$ cat src/rtl/spi_pkg.sv
// rtl/spi_pkg.sv - index/device codes, request word layout and FSM states for the SPI arbiter
package spi_pkg;

  localparam logic [2:0] READ_BYTE   = 3'd1;
  localparam logic [2:0] READ_2BYTE  = 3'd2;
  localparam logic [2:0] READ_4BYTE  = 3'd0;
  localparam logic [2:0] WRITE_BYTE  = 3'd5;
  localparam logic [2:0] WRITE_2BYTE = 3'd6;
  localparam logic [2:0] WRITE_4BYTE = 3'd4;
  localparam logic [2:0] START_BST   = 3'd7;
  localparam logic [2:0] END_BST     = 3'd3;

  localparam logic [1:0] DEV_SPI = 2'b01;
  localparam logic [1:0] DEV_MMU = 2'b00;

  localparam int DEST_HI = 63;
  localparam int DEST_LO = 62;
  localparam int ORIG_HI = 61;
  localparam int ORIG_LO = 60;
  localparam int IDX_HI  = 59;
  localparam int IDX_LO  = 57;
  localparam int ADDR_HI = 56;
  localparam int ADDR_LO = 32;
  localparam int DATA_HI = 31;
  localparam int DATA_LO = 0;

  typedef enum logic [1:0] {
    IDLE,
    ISSUE,
    WAIT_RSP,
    BURST
  } state_t;

  function automatic logic is_read(input logic [2:0] idx);
    return (idx == READ_BYTE) || (idx == READ_2BYTE) || (idx == READ_4BYTE);
  endfunction

  function automatic logic [1:0] id_onehot(input logic id);
    return id ? 2'b10 : 2'b01;
  endfunction

endpackage

$ cat src/rtl/spi_rr_arb.sv
// rtl/spi_rr_arb.sv - two-way round-robin grant with a last-winner pointer
module spi_rr_arb
  import spi_pkg::*;
(
  input  logic       clk,
  input  logic       rst,
  input  logic [1:0] req,
  input  logic       advance,
  output logic [1:0] gnt,
  output logic       gnt_id
);

  logic last;

  always_comb begin
    gnt_id = (req == 2'b11) ? ~last : req[1];
    gnt    = (req == 2'b00) ? 2'b00 : id_onehot(gnt_id);
  end

  // pointer comes out of reset at 1 so requester 0 wins the first tie
  always_ff @(posedge clk or posedge rst) begin
    if (rst) begin
      last <= 1'b1;
    end else if (advance && (req != 2'b00)) begin
      last <= gnt_id;
    end
  end

endmodule

$ cat src/rtl/spi_arbiter.sv
// rtl/spi_arbiter.sv - arbitrates two requesters onto one SPI master, with burst lock and read timeout
module spi_arbiter
  import spi_pkg::*;
#(
  parameter int TIMEOUT = 1024
) (
  input  logic        CLK,
  input  logic        reset,
  input  logic [1:0]  req_pndgn,
  input  logic [63:0] req_data0,
  input  logic [63:0] req_data1,
  output logic [1:0]  req_pop,
  output logic        spi_pndgn,
  output logic [63:0] spi_dout,
  input  logic        spi_pop,
  input  logic        spi_push,
  input  logic [63:0] spi_din,
  output logic [1:0]  rsp_push,
  output logic [63:0] rsp_data,
  output logic [1:0]  rsp_err,
  output logic        busy
);

  localparam int CW = (TIMEOUT > 2) ? $clog2(TIMEOUT) : 1;
  localparam logic [CW-1:0] CNT_LAST = CW'(TIMEOUT - 1);

  state_t        state, state_next;
  logic          lock, lock_next;
  logic          owner, owner_next;
  logic [CW-1:0] cnt, cnt_next;
  logic [1:0]    req_pop_next, rsp_push_next, rsp_err_next;
  logic          spi_pndgn_next, busy_next;
  logic [63:0]   spi_dout_next, rsp_data_next;
  logic [1:0]    req_avail, gnt;
  logic          gnt_id, take;
  logic [2:0]    cur_idx;

  // while a burst is locked only the owner is visible to the arbiter
  assign req_avail = (state == BURST) ? (req_pndgn & id_onehot(owner)) : req_pndgn;
  assign take      = ((state == IDLE) || (state == BURST)) && (req_avail != 2'b00);
  assign cur_idx   = spi_dout[IDX_HI:IDX_LO];

  spi_rr_arb u_arb (
    .clk     (CLK),
    .rst     (reset),
    .req     (req_avail),
    .advance (take),
    .gnt     (gnt),
    .gnt_id  (gnt_id)
  );

  always_comb begin
    state_next     = state;
    lock_next      = lock;
    owner_next     = owner;
    cnt_next       = cnt;
    req_pop_next   = 2'b00;
    rsp_push_next  = 2'b00;
    rsp_err_next   = 2'b00;
    spi_pndgn_next = spi_pndgn;
    spi_dout_next  = spi_dout;
    rsp_data_next  = rsp_data;
    case (state)
      IDLE, BURST: begin
        if (take) begin
          spi_dout_next                  = gnt_id ? req_data1 : req_data0;
          spi_dout_next[ORIG_HI:ORIG_LO] = {1'b0, gnt_id};
          owner_next                     = gnt_id;
          req_pop_next                   = gnt;
          spi_pndgn_next                 = 1'b1;
          state_next                     = ISSUE;
          if (spi_dout_next[IDX_HI:IDX_LO] == START_BST) begin
            lock_next = 1'b1;
          end
        end
      end
      ISSUE: begin
        if (spi_pop) begin
          spi_pndgn_next = 1'b0;
          if (is_read(cur_idx)) begin
            cnt_next   = '0;
            state_next = WAIT_RSP;
          end else if (cur_idx == END_BST) begin
            lock_next  = 1'b0;
            state_next = IDLE;
          end else begin
            state_next = lock ? BURST : IDLE;
          end
        end
      end
      WAIT_RSP: begin
        // a response arriving on the timeout edge still counts as a response
        if (spi_push) begin
          rsp_push_next = id_onehot(owner);
          rsp_data_next = spi_din;
          state_next    = lock ? BURST : IDLE;
        end else if (cnt == CNT_LAST) begin
          rsp_err_next  = id_onehot(owner);
          rsp_data_next = '0;
          lock_next     = 1'b0;
          state_next    = IDLE;
        end else begin
          cnt_next = cnt + 1'b1;
        end
      end
      default: state_next = IDLE;
    endcase
    busy_next = (state_next != IDLE);
  end

  always_ff @(posedge CLK or posedge reset) begin
    if (reset) begin
      state     <= IDLE;
      lock      <= 1'b0;
      owner     <= 1'b0;
      cnt       <= '0;
      req_pop   <= 2'b00;
      rsp_push  <= 2'b00;
      rsp_err   <= 2'b00;
      spi_pndgn <= 1'b0;
      spi_dout  <= '0;
      rsp_data  <= '0;
      busy      <= 1'b0;
    end else begin
      state     <= state_next;
      lock      <= lock_next;
      owner     <= owner_next;
      cnt       <= cnt_next;
      req_pop   <= req_pop_next;
      rsp_push  <= rsp_push_next;
      rsp_err   <= rsp_err_next;
      spi_pndgn <= spi_pndgn_next;
      spi_dout  <= spi_dout_next;
      rsp_data  <= rsp_data_next;
      busy      <= busy_next;
    end
  end

endmodule

$ cat config.mk
export PLATFORM = sky130hd
export DESIGN_NAME = spi_arbiter
export DESIGN_NICKNAME = d
export VERILOG_FILES = /design/src/rtl/spi_pkg.sv /design/src/rtl/spi_rr_arb.sv /design/src/rtl/spi_arbiter.sv
export SDC_FILE = /design/constraint.sdc
export NUM_CORES = 1
export LEC_CHECK = 0
export BUFFER_PORTS_ARGS = -buffer_cell sky130_fd_sc_hd__buf_2
export CAP_MARGIN = 25
export CORE_UTILIZATION = 27
export CTS_CLUSTER_DIAMETER = 60
export DETAILED_ROUTE_END_ITERATION = 12
export SKIP_LAST_GASP = 1
export SYNTH_ARGS = -nofsm -noshare
export SYNTH_HDL_FRONTEND = slang
export SYNTH_SLANG_ARGS = --single-unit
$ cat constraint.sdc
create_clock -name CLK -period 4.34 [get_ports CLK]
set_clock_uncertainty 0.2 [all_clocks]
set_input_delay 0 -clock CLK [delete_from_list [all_inputs] [get_ports CLK]]
set_output_delay 0 -clock CLK [all_outputs]
set_load 0.01 [all_outputs]
==> out/qor.txt, run 1 <==
pwr/cell area: 555.8 nW/um2
CTS Hold Buffers Added: 200
most frequent cells in the layout: buf_2 (328), nand2_1 (204), dlygate4sd3_1 (200)
slowest cell delay on critical path: 700 ps
First DRT Iteration DRCs: 455
Layout Cells excl Fill: 1547
CTS tree: done
FF/Latch Area: 3730 um2
Clock Pin Slew Worst Setup and Hold Paths: 70 ps
RSZ-0062 raised after global routing: false
highest clock rate: 291.6 MHz
Critical path buffers and inverters: 2
DP HPWL: 13700 um
grt met1 use: 19.69%
Clk Latency, worst-skew pair: 420 ps
first-pass GRT wire length: 35470 um
reg-to-reg startpoint: state[0]
Via Count: 6989
Post-Place Cells: 1315
Worst Path Required: 4470 ps
commonest non-fill, non-tap cell in the layout: buf_2
reg2reg setup slack: 910 ps
Max Cap Viol: 0
final hold violations: 0
Top FF cell, synth: dfrtp_1
Layout area overhead: 67.00%
Slew @ Worst Pin: 992.6 ps
nets: 1412
met3 usage: 3.403%
Post-Route WL: 21940 um
Tmin final: 3430 ps
leak pwr: 5.663 nW
drt pass-1 iters: 4
core area: 24460 um2
Rel. slew slack: 33.82%
most used routing layer: met2
Final GP Congestion: 0.7866
final global-route overflow total: 0
mapped cell area: 6760 um2
ratio of cells with drive above 1 in the final layout: 31.48%
post-CTS setup buffers: 0
CP startpoint kind: register
#FFs+latches synth: 149
final setup vio count: 0
total CTS buffers: 17
vias in the first global route: 7289
Syn Area/Cell: 9.657 um2
Mapped Nets: 902
met2 usage: 30.43%
pre-CTS setup slack: 1397 ps
initial antenna violation count: 0
area occupied by multi-input gates: 2778 um2
Avg Vias per Cell: 4.518
Worst VDD drop: 268.7 uV
CP top delay family: buffers and inverters
crit path kind: reg -> reg
Routed wire per std cell: 14.18 um
Ys Warns: 0
CTS max path bufs: 2
Setup crit end kind: register
Mapped Cells: 700
chip height: 160.2 um
All-Layer GR Usage: 17.26%
I/O pins: 334
DRC Markers: 0
initial core utilization: 27.64%
Routed Antenna Nets: 0
Async SR Flop Fraction: 100.0%
H-tree Lvls: 4
FF-to-FF End: spi_dout[43]
largest net degree at the start of global routing: 79
Unique masters post-synth: 50
Ant. Diodes: 0
Buffers on Ports: 328
# fillers: 2257
Total Neg Setup Slack: 0 ps
CP Data Arrival Time: 3560 ps
Tcrit/Tclk final: 79.02%
post-CTS resize count: 0
number of synthesized flops with an enable pin: 0
largest fanout on the critical path: 47
Seq/Total Area, Yosys: 55.17%
full die area: 25680 um2
status: complete, no violations
Slowest-stage cell, CP: nand3_4
DIE WIDTH: 160.2 um
num rows: 57
hold crit path type: in -> async
Final Max Tran Viols: 0
crit-path cells: ha_1 -> nand2b_1 -> nand3_4 -> buf_4 -> mux2i_1 -> dlygate4sd3_1 -> o21ai_0
CTS root buf: clkbuf_16
fin worst setup slack: 910.4 ps
worst-case reg-to-reg path depth: 7
CTS Sinks: 149
[sequential cells by signal, summed over array words and instances, names as in the netlist]
| name | count |
|---|---|
| rsp_push | 2 |
| rsp_err | 2 |
| u_arb.last | 1 |
| req_pop | 2 |
| busy | 1 |
| lock | 1 |
| state | 2 |
| cnt | 10 |
| spi_dout | 63 |
| spi_pndgn | 1 |
| rsp_data | 64 |
[worst min-delay path, stage by stage]
cell,delay [ps]
dlygate4sd3_1,530
buf_2,140
inv_6,530
[how the worst max path moves through the flow]
stage          startpoint  cells after the start  slack (ps)            to
2_1_floorplan       reset                      1         130          busy
3_3_place_gp     state[0]                      8        1440        cnt[4]
3_5_place_dp     state[0]                      8        1400        cnt[6]
4_1_cts          state[0]                      7         970  spi_dout[48]
5_1_grt          state[0]                      7         710  spi_dout[42]
6_report         state[0]                      7         910  spi_dout[43]
[cell type report]
cell class,instances,share of cell area (%)
inverters,10,0.3768
multi-input cells,492,24.60
repair buffers,540,33.29
clock buffers,19,4.012
well taps,324,3.591
flip-flops and latches,149,33.04
clock inverters,13,1.086
[Yosys cell counts (all sizes together) (2+ instances only)]
library cell,instances,area (um2)
a21o,3,22.52
a21oi,5,28.78
a22o,2,17.52
a31oi,4,25.02
and2b,2,15.01
and3,5,31.28
and4,2,17.52
buf,24,167.7
clkbuf,25,93.84
dfrtp,148,3704
ha,4,50.05
inv,10,37.54
mux2i,63,630.6
nand2,205,769.5
nand2b,5,31.28
nand3,7,35.03
nand3b,6,45.04
nand4,2,12.51
nor2,5,21.27
nor2b,2,20.02
nor3,2,15.01
nor4,4,25.02
o21ai,131,655.6
o221ai,5,43.79
o311ai,2,17.52
o31ai,7,52.55
o32a,2,20.02
or3,2,12.51
or4,4,30.03
[through the flow]
step	hold slack, ps	total power (W)	cell area (um2)	util (%)
CTS	82.35	0.006312	11290	46.15
global placement	-0.9013	0.004527	8692	35.53
floorplan	-127.4	0.003628	6760	-
detailed placement	1.361	0.004588	8712	35.61
global route	108.9	0.006731	11290	46.15
finish	72.85	0.006275	11290	46.15
[kinds of logic after synthesis]
group | after synthesis | synth area share, %
AND/OR/NAND/NOR | 254 | 16.12
AO/OA/AOI/OAI | 169 | 13.99
flip-flops | 149 | 55.17
multiplexers | 64 | 9.495
buffers and inverters | 59 | 4.423
adder cells (fa/ha/maj) | 4 | 0.7404
other | 1 | 0.05547
[per-layer routing]
layer	routed length [um]	vias up
li1	-	3410
met1	9152	3303
met2	10980	223
met3	1046	53
met4	767	0
met5	0	-
[where the power goes]
part | total [W] | leakage [nW] | internal, W | switching (W)
sequential | 0.00231 | 1.87 | 0.00199 | 0.000322
combinational | 0.00251 | 3.52 | 0.00112 | 0.00140
clock | 0.00145 | 0.272 | 0.000826 | 0.000623
total | 0.00627 | 5.66 | 0.00393 | 0.00234
Note: power is estimated with default switching activity, not from simulation.
==> inputs of run 2 (changes only) <==
==> constraint.sdc (replaced) <==
create_clock -name CLK -period 3.1 [get_ports CLK]
set_clock_uncertainty 0.2 [all_clocks]
set_input_delay 0 -clock CLK [delete_from_list [all_inputs] [get_ports CLK]]
set_output_delay 0 -clock CLK [all_outputs]
set_load 0.01 [all_outputs]
==> run 2 against run 1 <==
Largest cell class unchanged. Final cell count is 0.45% higher. Global-route usage is 0.35 points higher. Register-to-register slack worse by 740 ps. Setup slack worse by 740 ps. Hold slack better by 56 ps.
==> out/qor.txt, run 2 (synthesized netlist as in run 1, its figures left out) <==
status: complete, no violations
Comb pwr share: 39.7%
first-pass GRT wire length: 36370 um
nets: 1420
clock network fraction of total power: 24.2%
drt pass-1 iters: 5
Post-Route WL: 22280 um
Worst VDD drop: 354.7 uV
DP HPWL: 13430 um
Tcrit/Tclk final: 94.49%
First DRT Iteration DRCs: 323
Via Count: 7059
fin worst setup slack: 170.9 ps
crit path kind: reg -> reg
switching pwr: 0.003288 W
commonest non-fill, non-tap cell in the layout: buf_2
P_int: 0.005724 W
biggest regs: rsp_data (64), spi_dout (63), cnt (10)
core area: 24460 um2
Layout area overhead: 69.29%
reg2reg setup slack: 170 ps
final hold violations: 0
CTS tree: done
Max Cap Viol: 0
# fillers: 2244
Routed wire per std cell: 14.34 um
vias in the first global route: 7387
highest clock rate: 341.4 MHz
Slew @ Worst Pin: 808.6 ps
Layout Cells excl Fill: 1554
final global-route overflow total: 0
worst setup path end: spi_dout[42]
Largest register FFs: 64
Clk Latency, worst-skew pair: 420 ps
chip height: 160.2 um
Clock Pin Slew Worst Setup and Hold Paths: 70 ps
Final GP Congestion: 0.8271
All-Layer GR Usage: 17.61%
Tmin final: 2929 ps
CTS Sinks: 149
leak pwr: 5.705 nW
final instance area: 11440 um2
largest net degree at the start of global routing: 150
reg-to-reg startpoint: state[0]
Post-Place Cells: 1316
ratio of cells with drive above 1 in the final layout: 31.24%
initial core utilization: 27.64%
H-tree Lvls: 4
FF-to-FF End: spi_dout[42]
pre-CTS setup slack: 653.3 ps
overall power: 0.009012 W
Buffers on Ports: 328
most frequent cells in the layout: buf_2 (328), dlygate4sd3_1 (207), nand2_1 (204)
largest reg by FF count: rsp_data
Rel. slew slack: 46.09%
DIE WIDTH: 160.2 um
Worst Path Required: 3180 ps
I/O pins: 334
hold crit path type: in -> reg
full die area: 25680 um2
largest fanout on the critical path: 25
CTS max path bufs: 2
pwr/cell area: 787.4 nW/um2
CP startpoint kind: register
switching part of the total: 36.49%
Routed Antenna Nets: 0
num rows: 57
Setup crit end kind: register
DRC Markers: 0
Total Neg Setup Slack: 0 ps
total CTS buffers: 17
CTS root buf: clkbuf_16
Avg Vias per Cell: 4.542
worst setup path startpoint: state[0]
worst-case reg-to-reg path depth: 7
Sequential Power Share: 36.1%
Final Max Tran Viols: 0
final setup vio count: 0
placed cell areas: 8756 um2
initial antenna violation count: 0
RSZ-0062 raised after global routing: false
CP Data Arrival Time: 3010 ps
run 2: how the worst min path moves through the flow:
| stage | start | endpoint | slack (ps) | cells past startpoint |
|---|---|---|---|---|
| 5_1_grt | spi_din[10] | rsp_data[10] | 120 | 4 |
| 3_3_place_gp | spi_din[32] | rsp_data[32] | 0.02 | 3 |
| 4_1_cts | spi_din[62] | rsp_data[62] | 100 | 4 |
| 2_1_floorplan | spi_push | rsp_err[0] | -130 | 1 |
| 6_report | spi_din[7] | rsp_data[7] | 130 | 4 |
| 3_5_place_dp | spi_din[4] | rsp_data[4] | 7 | 3 |
run 2: critical path: stages, from the launching register on:
cell	delay, ps
dfrtp_1	440
ha_1	260
nand2b_1	270
nand3_4	400
buf_12	330
mux2i_1	230
dlygate4sd3_1	570
o21ai_0	70
run 2: per-layer routing:
metal	part of all wire, %	global-route usage (%)
met1	41	20.63
met2	51	31.05
met3	4.4	3.662
met4	2.9	7.489
met5	0	0
run 2: power by group through the flow:
stage	clock, W	combinational [W]	sequential, W
floorplan	0	0.00145	0.00363
global placement	0	0.00312	0.00323
detailed placement	0	0.00318	0.00325
CTS	0.00225	0.00353	0.00324
global route	0.00234	0.00395	0.00336
finish	0.00218	0.00358	0.00325
run 2: metrics by stage:
step	utilization (%)	hold slack, ps
after floorplan	-	-127.4
after global placement	35.79	0.02415
after detailed placement	35.79	6.783
after CTS	46.75	99.66
after global routing	46.78	120.2
final	46.79	128.9
run 2: area by class of cell:
type	instances	area [um2]	share of cell area [%]
repair buffers	548	3877	33.88
diodes	1	2.502	0.02187
clock inverters	12	178.9	1.563
clock buffers	18	429.2	3.750
flip-flops and latches	149	3730	32.59
inverters	10	41.29	0.3608
well taps	324	405.4	3.542
multi-input cells	492	2780	24.29
run 2: repair_timing:
action,in CTS,in global routing
setup endpoints to repair,0,6
setup buffers,0,0
endpoints found under the hold margin,288,0
hold buffers,207,0
resized for setup,0,2
==> inputs of run 3 (changes only) <==
--- a/config.mk
+++ b/config.mk
@@ -10,7 +10,9 @@
 export CORE_UTILIZATION = 27
 export CTS_CLUSTER_DIAMETER = 60
 export DETAILED_ROUTE_END_ITERATION = 12
+export REMOVE_ABC_BUFFERS = 1
 export SKIP_LAST_GASP = 1
 export SYNTH_ARGS = -nofsm -noshare
 export SYNTH_HDL_FRONTEND = slang
+export SYNTH_HIERARCHICAL = 1
 export SYNTH_SLANG_ARGS = --single-unit
==> run 3 against run 2 <==
Final cell count fell by 9.1%. Area after synthesis fell by 5.5%. Global-route usage up 0.14 points. Synthesized cell count decreased by 20%. Maximum frequency is 0.92% higher. Wire length shrank 3.1%. Combinational power grew 9.2%. Total power up 4.3%. Critical path type unchanged. Critical endpoint is now lock. Largest cell class unchanged. Highest routed layer unchanged.
==> out/qor.txt, run 3 <==
most frequent cells in the layout: buf_2 (328), dlygate4sd3_1 (201), dfrtp_1 (147)
Setup crit end kind: register
Slowest-stage cell, CP: dlygate4sd3_1
Core Util, Final: 48.58%
final hold slack: 137.3 ps
Ys Warns: 6
crit-path cells: ha_1 -> a21boi_1 -> buf_4 -> a21boi_4 -> buf_12 -> buf_12 -> nand4b_1 -> a211oi_1 -> dlygate4sd3_1 -> o22a_1
Worst VDD drop: 317.0 uV
Routed Antenna Nets: 0
All-Layer GR Usage: 17.75%
Clk Latency, worst-skew pair: 420 ps
Mapped Cells: 563
Clock Pin Slew Worst Setup and Hold Paths: 70 ps
Yosys top cell area share: 57.98%
FF/Latch Area: 3731 um2
Final Max Tran Viols: 0
biggest regs: rsp_data (64), spi_dout (63), cnt (10)
Final GP Congestion: 0.7773
H-tree Lvls: 4
Post-Synth Simple-Gate Area: 9.030%
hold crit path type: in -> reg
RSZ-0062 raised after global routing: false
Largest register FFs: 64
top cells by count, synth: dfrtp_1 (148), nor2_1 (69), a21oi_1 (68)
Critical path buffers and inverters: 4
mux contribution to synthesized area: 9.873%
full die area: 24280 um2
largest reg by FF count: rsp_data
CTS Sinks: 149
num rows: 55
grt met1 use: 20.04%
Layout area overhead: 74.28%
Seq/Total Area, Yosys: 58.39%
Slew @ Worst Pin: 705.8 ps
area occupied by multi-input gates: 2459 um2
Avg Vias per Cell: 4.570
leak pwr: 5.464 nW
status: complete, no violations
overall power: 0.009401 W
largest fanout on the critical path: 12
largest net degree at the start of global routing: 77
Rel. slew slack: 52.95%
slowest cell delay on critical path: 580 ps
Routed wire per std cell: 15.29 um
Unique masters post-synth: 52
first-pass GRT wire length: 33580 um
Total Neg Setup Slack: 0 ps
Post-Route WL: 21590 um
nets: 1288
vias in the first global route: 6576
final hold violations: 0
DRC Markers: 0
chip height: 155.8 um
top-count cell post-synth: dfrtp_1
Synth Area in XOR/XNOR: 0%
Async SR Flop Fraction: 100.0%
Worst Path Required: 3210 ps
Buffers on Ports: 328
Synth area leader: dfrtp_1
largest family of logic cells by synthesized area: compound AO/OA/AOI/OAI gates
Via Count: 6453
met2 usage: 31.85%
I/O pins: 334
most common cell type on the critical path: buf_12
Area contributors post-synth: dfrtp_1 (58%), mux2i_1 (9.9%), a22o_1 (8.8%), a21oi_1 (5.3%), nor2_1 (4.1%)
final setup vio count: 0
met3 usage: 5.250%
CTS root buf: clkbuf_16
Tcrit/Tclk final: 93.62%
mapped cell area: 6387 um2
ratio of cells with drive above 1 in the final layout: 35.21%
commonest non-fill, non-tap cell in the layout: buf_2
Ant. Diodes: 0
most used routing layer: met2
CP startpoint kind: register
CTS max path bufs: 2
#FFs+latches synth: 149
drt pass-1 iters: 5
pwr/cell area: 844.5 nW/um2
crit path kind: reg -> reg
# fillers: 2039
Max Cap Viol: 0
number of synthesized flops with an enable pin: 0
Post-Synth Adder-Cell Area: 0.7835%
highest clock rate: 344.6 MHz
CTS tree: done
Syn Area/Cell: 11.35 um2
DP HPWL: 13340 um
DIE WIDTH: 155.8 um
initial core utilization: 27.87%
Tmin final: 2902 ps
final global-route overflow total: 0
Top FF cell, synth: dfrtp_1
Synth Area in Compound Gates: 18.24%
CP top delay family: buffers and inverters
initial antenna violation count: 0
First DRT Iteration DRCs: 358
CP Data Arrival Time: 3010 ps
total CTS buffers: 17
core area: 22920 um2
-- run 3: changes by cell type after synthesis, moves of 5 or more --
| cell | before | now |
|---|---|---|
| a21oi_1 | 4 | 68 |
| a22o_1 | 2 | 64 |
| and2_1 | 0 | 7 |
| buf_1 | 0 | 5 |
| buf_2 | 11 | 20 |
| buf_4 | 9 | 2 |
| clkbuf_1 | 25 | 14 |
| nand2_1 | 205 | 21 |
| nand3b_1 | 6 | 1 |
| nor2_1 | 4 | 69 |
| o21ai_0 | 128 | 10 |
| o31ai_1 | 7 | 1 |
-- run 3: stage by stage --
step                      instances  instance area (um2)  setup slack, ps
after floorplan                 522                 6201            -5637
after global placement         1175                 8412            570.3
after detailed placement       1176                 8439            567.2
after CTS                      1409                11070            131.2
after global routing           1412                11130            28.17
final                          1412                11130            197.7
-- run 3: logic make-up after synthesis --
family,after synthesis
AO/OA/AOI/OAI,168
adder cells (fa/ha/maj),4
buffers and inverters,53
flip-flops,149
multiplexers,63
other,1
AND/OR/NAND/NOR,125
-- run 3: final cells by class --
type / instances / share of cell area, %
clock buffers: 17 / 3.822
clock inverters: 15 / 1.697
inverters: 12 / 0.4496
multi-input cells: 361 / 22.09
flip-flops and latches: 149 / 33.52
well taps: 313 / 3.518
repair buffers: 545 / 34.91
-- run 3: worst paths after layout --
| check | cells past startpoint | startpoint | end | slack (ps) |
|---|---|---|---|---|
| hold reg to reg | 1 | rsp_data[60] | rsp_data[60] | 290 |
| min in group asynchronous | 4 | reset | state[0] | 590 |
| setup reg to reg | 10 | state[1] | lock | 200 |
| hold / removal | 3 | spi_din[45] | rsp_data[45] | 140 |
| max in group asynchronous | 6 | reset | spi_dout[59] | 1090 |
| setup / recovery | 10 | state[1] | lock | 200 |
-- run 3: what timing repair did --
item                                    in CTS  in global routing
resized for setup                            0                  2
endpoints found under the hold margin      252                  0
endpoints found under the setup margin       0                 26
buffers inserted                             0                  2
hold buffers                               201                  0
-- run 3: power breakdown --
group | switching, W | internal, W
registers | 0.000504 | 0.00282
clock network | 0.000939 | 0.00123
logic | 0.00205 | 0.00186
total | 0.00349 | 0.00591
-- run 3: layer usage --
layer	wire, um	share of wire [%]	up-vias
met5	0	0	-
met4	391	1.8	0
met3	1512	7.0	33
met2	10870	50	271
met1	8813	41	3065
li1	-	-	3084
-- run 3: worst register-to-register path, delay by kind of cell (launching register included) --
family	cells	cell delay, ps
and+or+nand+nor	1	170
DFF	1	450
adders and majority gates	1	200
buffers and inverters	4	1040
AOI/OAI and AO/OA	4	710
